## src/rtl/ddr_axi_req_arbiter.sv

```systemverilog
// Round-robin arbiter that turns PULP req/gnt/rvalid requests from several
// requesters into single-beat AXI4 reads and writes on one DDR master port.
// Only one transaction is in flight at a time.
module ddr_axi_req_arbiter #(
  parameter int unsigned NUM_REQ    = 2,
  parameter logic [3:0]  AXI_ID     = 4'd0,
  parameter int unsigned RESET_LAST = NUM_REQ - 1
) (
  input  logic                   clk,
  input  logic                   rst,
  // Requester side
  input  logic [NUM_REQ-1:0]     req_i,
  input  logic [NUM_REQ-1:0]     we_i,
  input  logic [32*NUM_REQ-1:0]  addr_i,
  input  logic [32*NUM_REQ-1:0]  wdata_i,
  input  logic [4*NUM_REQ-1:0]   be_i,
  output logic [NUM_REQ-1:0]     gnt_o,
  output logic [NUM_REQ-1:0]     rvalid_o,
  output logic [31:0]            rdata_o,
  output logic                   err_o,
  // AXI write address channel
  output logic [31:0]            awaddr,
  output logic [7:0]             awlen,
  output logic [2:0]             awsize,
  output logic [1:0]             awburst,
  output logic [3:0]             awid,
  output logic                   awvalid,
  input  logic                   awready,
  // AXI write data channel
  output logic [31:0]            wdata,
  output logic [3:0]             wstrb,
  output logic                   wlast,
  output logic                   wvalid,
  input  logic                   wready,
  // AXI write response channel
  input  logic [1:0]             bresp,
  input  logic                   bvalid,
  output logic                   bready,
  // AXI read address channel
  output logic [31:0]            araddr,
  output logic [7:0]             arlen,
  output logic [2:0]             arsize,
  output logic [1:0]             arburst,
  output logic [3:0]             arid,
  output logic                   arvalid,
  input  logic                   arready,
  // AXI read data channel
  input  logic [31:0]            rdata,
  input  logic [1:0]             rresp,
  input  logic                   rlast,
  input  logic                   rvalid,
  output logic                   rready
);

  localparam int unsigned IdxW = (NUM_REQ > 1) ? $clog2(NUM_REQ) : 1;

  localparam logic [2:0] StIdle   = 3'd0;
  localparam logic [2:0] StWrReq  = 3'd1;
  localparam logic [2:0] StWrResp = 3'd2;
  localparam logic [2:0] StRdReq  = 3'd3;
  localparam logic [2:0] StRdData = 3'd4;

  logic [2:0]         state_q, state_d;
  logic [IdxW-1:0]    last_q, last_d;
  logic [IdxW-1:0]    idx_q, idx_d;
  logic [31:0]        addr_q, addr_d;
  logic [31:0]        wdata_q, wdata_d;
  logic [3:0]         be_q, be_d;
  logic               awvalid_q, awvalid_d;
  logic               wvalid_q, wvalid_d;
  logic [NUM_REQ-1:0] rvalid_q, rvalid_d;
  logic [31:0]        rdata_q, rdata_d;
  logic               err_q, err_d;

  logic               req_found;
  logic [IdxW-1:0]    winner;
  logic               sel_we;
  logic [31:0]        sel_addr;
  logic [31:0]        sel_wdata;
  logic [3:0]         sel_be;

  // rlast is redundant with single-beat reads; only resp[1] is reported.
  logic unused_inputs;
  assign unused_inputs = ^{rlast, bresp[0], rresp[0]};

  // Round-robin search: first pending request above the last winner, with wrap.
  always_comb begin
    int unsigned cand;
    req_found = 1'b0;
    winner    = '0;
    for (int unsigned i = 1; i <= NUM_REQ; i++) begin
      cand = (32'(last_q) + i) % NUM_REQ;
      if (!req_found && req_i[cand[IdxW-1:0]]) begin
        req_found = 1'b1;
        winner    = cand[IdxW-1:0];
      end
    end
  end

  // Select the winning requester's transaction fields.
  always_comb begin
    sel_we    = 1'b0;
    sel_addr  = '0;
    sel_wdata = '0;
    sel_be    = '0;
    for (int k = 0; k < NUM_REQ; k++) begin
      if (winner == k[IdxW-1:0]) begin
        sel_we    = we_i[k];
        sel_addr  = addr_i[32*k +: 32];
        sel_wdata = wdata_i[32*k +: 32];
        sel_be    = be_i[4*k +: 4];
      end
    end
  end

  // Grants only leave IDLE; suppressed during reset so nobody sees a grant
  // that the captured registers will not honour.
  always_comb begin
    gnt_o = '0;
    if (!rst && (state_q == StIdle) && req_found) begin
      gnt_o[winner] = 1'b1;
    end
  end

  // Next-state logic for the transaction FSM and the registered outputs.
  always_comb begin
    state_d   = state_q;
    last_d    = last_q;
    idx_d     = idx_q;
    addr_d    = addr_q;
    wdata_d   = wdata_q;
    be_d      = be_q;
    awvalid_d = awvalid_q;
    wvalid_d  = wvalid_q;
    rvalid_d  = '0;
    rdata_d   = rdata_q;
    err_d     = err_q;
    case (state_q)
      StIdle: begin
        if (req_found) begin
          last_d  = winner;
          idx_d   = winner;
          addr_d  = sel_addr;
          wdata_d = sel_wdata;
          be_d    = sel_be;
          if (sel_we) begin
            state_d   = StWrReq;
            awvalid_d = 1'b1;
            wvalid_d  = 1'b1;
          end else begin
            state_d = StRdReq;
          end
        end
      end
      StWrReq: begin
        // aw and w complete independently, in either order.
        if (awvalid_q && awready) awvalid_d = 1'b0;
        if (wvalid_q && wready)   wvalid_d  = 1'b0;
        if (!awvalid_d && !wvalid_d) state_d = StWrResp;
      end
      StWrResp: begin
        if (bvalid) begin
          rvalid_d[idx_q] = 1'b1;
          err_d           = bresp[1];
          state_d         = StIdle;
        end
      end
      StRdReq: begin
        if (arready) state_d = StRdData;
      end
      StRdData: begin
        if (rvalid) begin
          rvalid_d[idx_q] = 1'b1;
          rdata_d         = rdata;
          err_d           = rresp[1];
          state_d         = StIdle;
        end
      end
      default: state_d = StIdle;
    endcase
  end

  // State registers with synchronous reset; reset abandons any transaction.
  always_ff @(posedge clk) begin
    if (rst) begin
      state_q   <= StIdle;
      last_q    <= IdxW'(RESET_LAST);
      idx_q     <= '0;
      addr_q    <= '0;
      wdata_q   <= '0;
      be_q      <= '0;
      awvalid_q <= 1'b0;
      wvalid_q  <= 1'b0;
      rvalid_q  <= '0;
      rdata_q   <= '0;
      err_q     <= 1'b0;
    end else begin
      state_q   <= state_d;
      last_q    <= last_d;
      idx_q     <= idx_d;
      addr_q    <= addr_d;
      wdata_q   <= wdata_d;
      be_q      <= be_d;
      awvalid_q <= awvalid_d;
      wvalid_q  <= wvalid_d;
      rvalid_q  <= rvalid_d;
      rdata_q   <= rdata_d;
      err_q     <= err_d;
    end
  end

  assign rvalid_o = rvalid_q;
  assign rdata_o  = rdata_q;
  assign err_o    = err_q;

  assign awaddr  = addr_q;
  assign awlen   = 8'd0;
  assign awsize  = 3'b010;
  assign awburst = 2'b01;
  assign awid    = AXI_ID;
  assign awvalid = awvalid_q;

  assign wdata  = wdata_q;
  assign wstrb  = be_q;
  assign wlast  = 1'b1;
  assign wvalid = wvalid_q;

  assign bready = (state_q == StWrResp);

  assign araddr  = addr_q;
  assign arlen   = 8'd0;
  assign arsize  = 3'b010;
  assign arburst = 2'b01;
  assign arid    = AXI_ID;
  assign arvalid = (state_q == StRdReq);

  assign rready = (state_q == StRdData);

endmodule

```

## config.mk

```make
export PLATFORM = sky130hd
export DESIGN_NAME = ddr_axi_req_arbiter
export DESIGN_NICKNAME = d
export VERILOG_FILES = /design/src/rtl/ddr_axi_req_arbiter.sv
export SDC_FILE = /design/constraint.sdc
export NUM_CORES = 1
export LEC_CHECK = 0
export ABC_CLOCK_PERIOD_IN_PS = 1500
export BUFFER_PORTS_ARGS = -buffer_cell sky130_fd_sc_hd__buf_2
export CAP_MARGIN = 0
export CELL_PAD_IN_SITES_DETAIL_PLACEMENT = 1
export CELL_PAD_IN_SITES_GLOBAL_PLACEMENT = 2
export CORE_MARGIN = 2
export CORE_UTILIZATION = 23
export DETAILED_ROUTE_END_ITERATION = 8
export PLACE_DENSITY = 0.9
export SYNTH_ARGS = -nofsm -noshare
export SYNTH_HDL_FRONTEND = slang
export SYNTH_SLANG_ARGS = --single-unit
```

## constraint.sdc

```tcl
create_clock -name clk -period 1.5 [get_ports clk]
set_input_delay 0.15 -clock clk [delete_from_list [all_inputs] [get_ports clk]]
set_output_delay 0.15 -clock clk [all_outputs]
set_load 0.005 [all_outputs]
```

==> qor.txt <==
switching power total: 0.00361 W
Max Cap Viol: 0
clock latency on the worst-skew pair: 0.35 ns
VDD IR max: 0.467 mV
Tmin final: 1.52 ns
dpl cells: 1191
Slew Limit Fails: 0
prevailing post-synth register cell: dfxtp_1
IO buf count: 322
setup ws final: -0.0214 ns
Yosys warning count: 0
pwr/cell area: 1260 nW/um^2
Post-synth EDFFs: 0
syn avg cell area: 9.61 um^2
reg-to-reg critical path startpoint: state_q[0]$_SDFFE_PP0P_
core area: 23500 um^2
Inserted Diodes: 0
HP Start: rdata[1]
fmax: 0.657 GHz
fin crit share: 1.01
crit path max fanout: 8
CTS H-tree lvls: 3
Post-Layout Cell Count: 1257
DRC: 0
unrepaired setup endpoints after global routing: true
R2R depth: 6
DR iter-0 viols: 127
FF-to-FF setup slack: -0.02 ns
GRT overflow: 0
row count: 56
setup_tns: -0.165 ns
post-synthesis cell count: 576
Nets: 1117
overall power: 0.0110 W
ratio of cells with drive above 1 in the final layout: 0.597
Comb power frac: 0.417
Root Buffer: clkbuf_16
WP data arrival: 1.75 ns
WL final: 20000 um
wire length per cell: 15.9 um
worst flop-to-flop path endpoint: araddr[12]$_SDFFE_PP0P_
CP Data Required Time: 1.73 ns
sequential area share after synthesis: 0.398
die width: 159 um
GPL Wtd Cong: 0.745
Num Clock Sinks: 110
failing checks: negative setup slack
Starting Density: 0.235
Reg power frac: 0.336
switch share: 0.327
Hold Violations, Final: 0
Longest Clk Path Bufs: 2
clock-pin slew on the worst setup and hold paths: 0.08 ns
Leak: 4.08 nW
Synth-to-Final Area Change: 57.8%
antenna violations before repair: 0
CP Class: register to register
CTS Buf Count: 9
clk_skew: 0.00991 ns
vias in the first global route: 5397
total iterations of the first detailed-routing run: 4
most common cell after layout, fill and taps aside: buf_2
die extent in y: 159 um
endpoints failing setup: 17
CTS tree: yes
Routed Antenna Nets: 0
hold path depth: 3
first-pass GRT wire length: 28700 um
Detail Placement HPWL: 14000 um
Worst setup EP type: register
Hold-fix buffers, CTS: 0
Clock Power Share: 0.247
commonest cells after routing, fill and taps aside: 320 x buf_2, 106 x dfxtp_1, 70 x nand2_1
flops & latches, synth: 110
P_int: 0.00742 W
vias per cell: 4.23
crit start category: register
Die Footprint: 25300 um^2
via count: 5317
Hold/Removal Path Class: primary input to register
WHS Endpoint: rdata_o[1]$_SDFFE_PP0P_
fraction of registers with async set/reset: 0
# IOs: 361
GRT Total Usage: 0.140
Mapped Area: 5530 um^2
largest net degree at the start of global routing: 33
outcome: complete, but fails checks
count of different cell masters after synthesis: 36
[what timing repair did]
action                                 4_1_cts  5_1_grt
endpoints found under the hold margin        0        0
buffers inserted                            11       28
gates cloned                                 1       11
resized for setup                           26       72
setup endpoints to repair                   48       97
pin swaps                                    7       48
[cell usage after synthesis, types with 7 or more instances]
| library cell | number | area [um^2] |
|---|---|---|
| dfxtp_1 | 110 | 2200 |
| buf_4 | 80 | 601 |
| nand2_1 | 72 | 270 |
| nor2_1 | 72 | 270 |
| mux2i_1 | 70 | 701 |
| a211oi_2 | 61 | 763 |
| a21oi_1 | 37 | 185 |
| clkbuf_1 | 12 | 45.0 |
| buf_6 | 11 | 124 |
| buf_2 | 8 | 40.0 |
| a211oi_1 | 7 | 52.6 |
[flip-flops by register name (all words and copies together) (netlist names)]
register	flops
last_q	1
idx_q	1
araddr	32
err_o	1
wvalid	1
rvalid_o	2
wdata	32
awvalid	1
wstrb	4
state_q	3
rdata_o	32
[kinds of logic after synthesis]
family | synth area share
flops | 0.398
compound gates | 0.200
mux | 0.129
simple gates | 0.123
buf+inv | 0.148
other cells | 0.00136
[worst max path at each step]
stage,startpoint,end,slack [ns],cells after the start
after floorplan,state_q[1]$_SDFFE_PP0P_,araddr[10]$_SDFFE_PP0P_,0.10,6
after global placement,state_q[0]$_SDFFE_PP0P_,awvalid$_SDFFE_PP0P_,-0.02,6
after detailed placement,state_q[0]$_SDFFE_PP0P_,awvalid$_SDFFE_PP0P_,-0.07,6
after CTS,last_q$_SDFFE_PP1P_,gnt_o[0],-0.05,5
after global routing,state_q[0]$_SDFFE_PP0P_,gnt_o[0],-0.09,4
final,state_q[0]$_SDFFE_PP0P_,araddr[12]$_SDFFE_PP0P_,-0.02,6
[power groups by stage]
stage | logic (W) | registers [W] | clock network, W
after global placement | 0.00332 | 0.00373 | 0
after global routing | 0.00495 | 0.00378 | 0.00293
final | 0.00460 | 0.00371 | 0.00272
after floorplan | 0.00217 | 0.00374 | 0
after CTS | 0.00363 | 0.00368 | 0.00283
after detailed placement | 0.00343 | 0.00375 | 0
[per-layer routing]
metal | up-vias | GRT usage | wire, um
li1 | 2595 | - | -
met1 | 2497 | 0.155 | 7780
met2 | 217 | 0.259 | 10600
met3 | 8 | 0.0443 | 1540
met4 | 0 | 0.0364 | 129
met5 | - | 0 | 0
[cell type report]
type / instances / area (um^2)
Multi-Input combinational cell: 385 / 2850
Sequential cell: 110 / 2210
Fill cell: 2829 / 14800
Clock buffer: 9 / 225
Inverter: 3 / 11.3
Tap cell: 319 / 399
Timing Repair Buffer: 424 / 2930
Clock inverter: 7 / 104
[per-stage QoR]
step | util | setup WS [ns] | hold WS [ns] | cell area [um^2]
after floorplan | - | 0.103 | 0.286 | 5660
after global placement | 0.316 | -0.0202 | 0.390 | 7440
after detailed placement | 0.316 | -0.0657 | 0.397 | 7440
after CTS | 0.340 | -0.0459 | 0.00534 | 8000
after global routing | 0.371 | -0.0931 | 0.0281 | 8730
final | 0.371 | -0.0214 | 0.0269 | 8730
[worst max-delay path, stage by stage (launching register included)]
cell,delay [ns]
dfxtp_4,0.37
nor3_4,0.27
o21a_4,0.26
clkbuf_16,0.21
clkbuf_16,0.15
buf_6,0.09
a211oi_2,0.05
No activity file was read; power rests on OpenSTA's default activity.
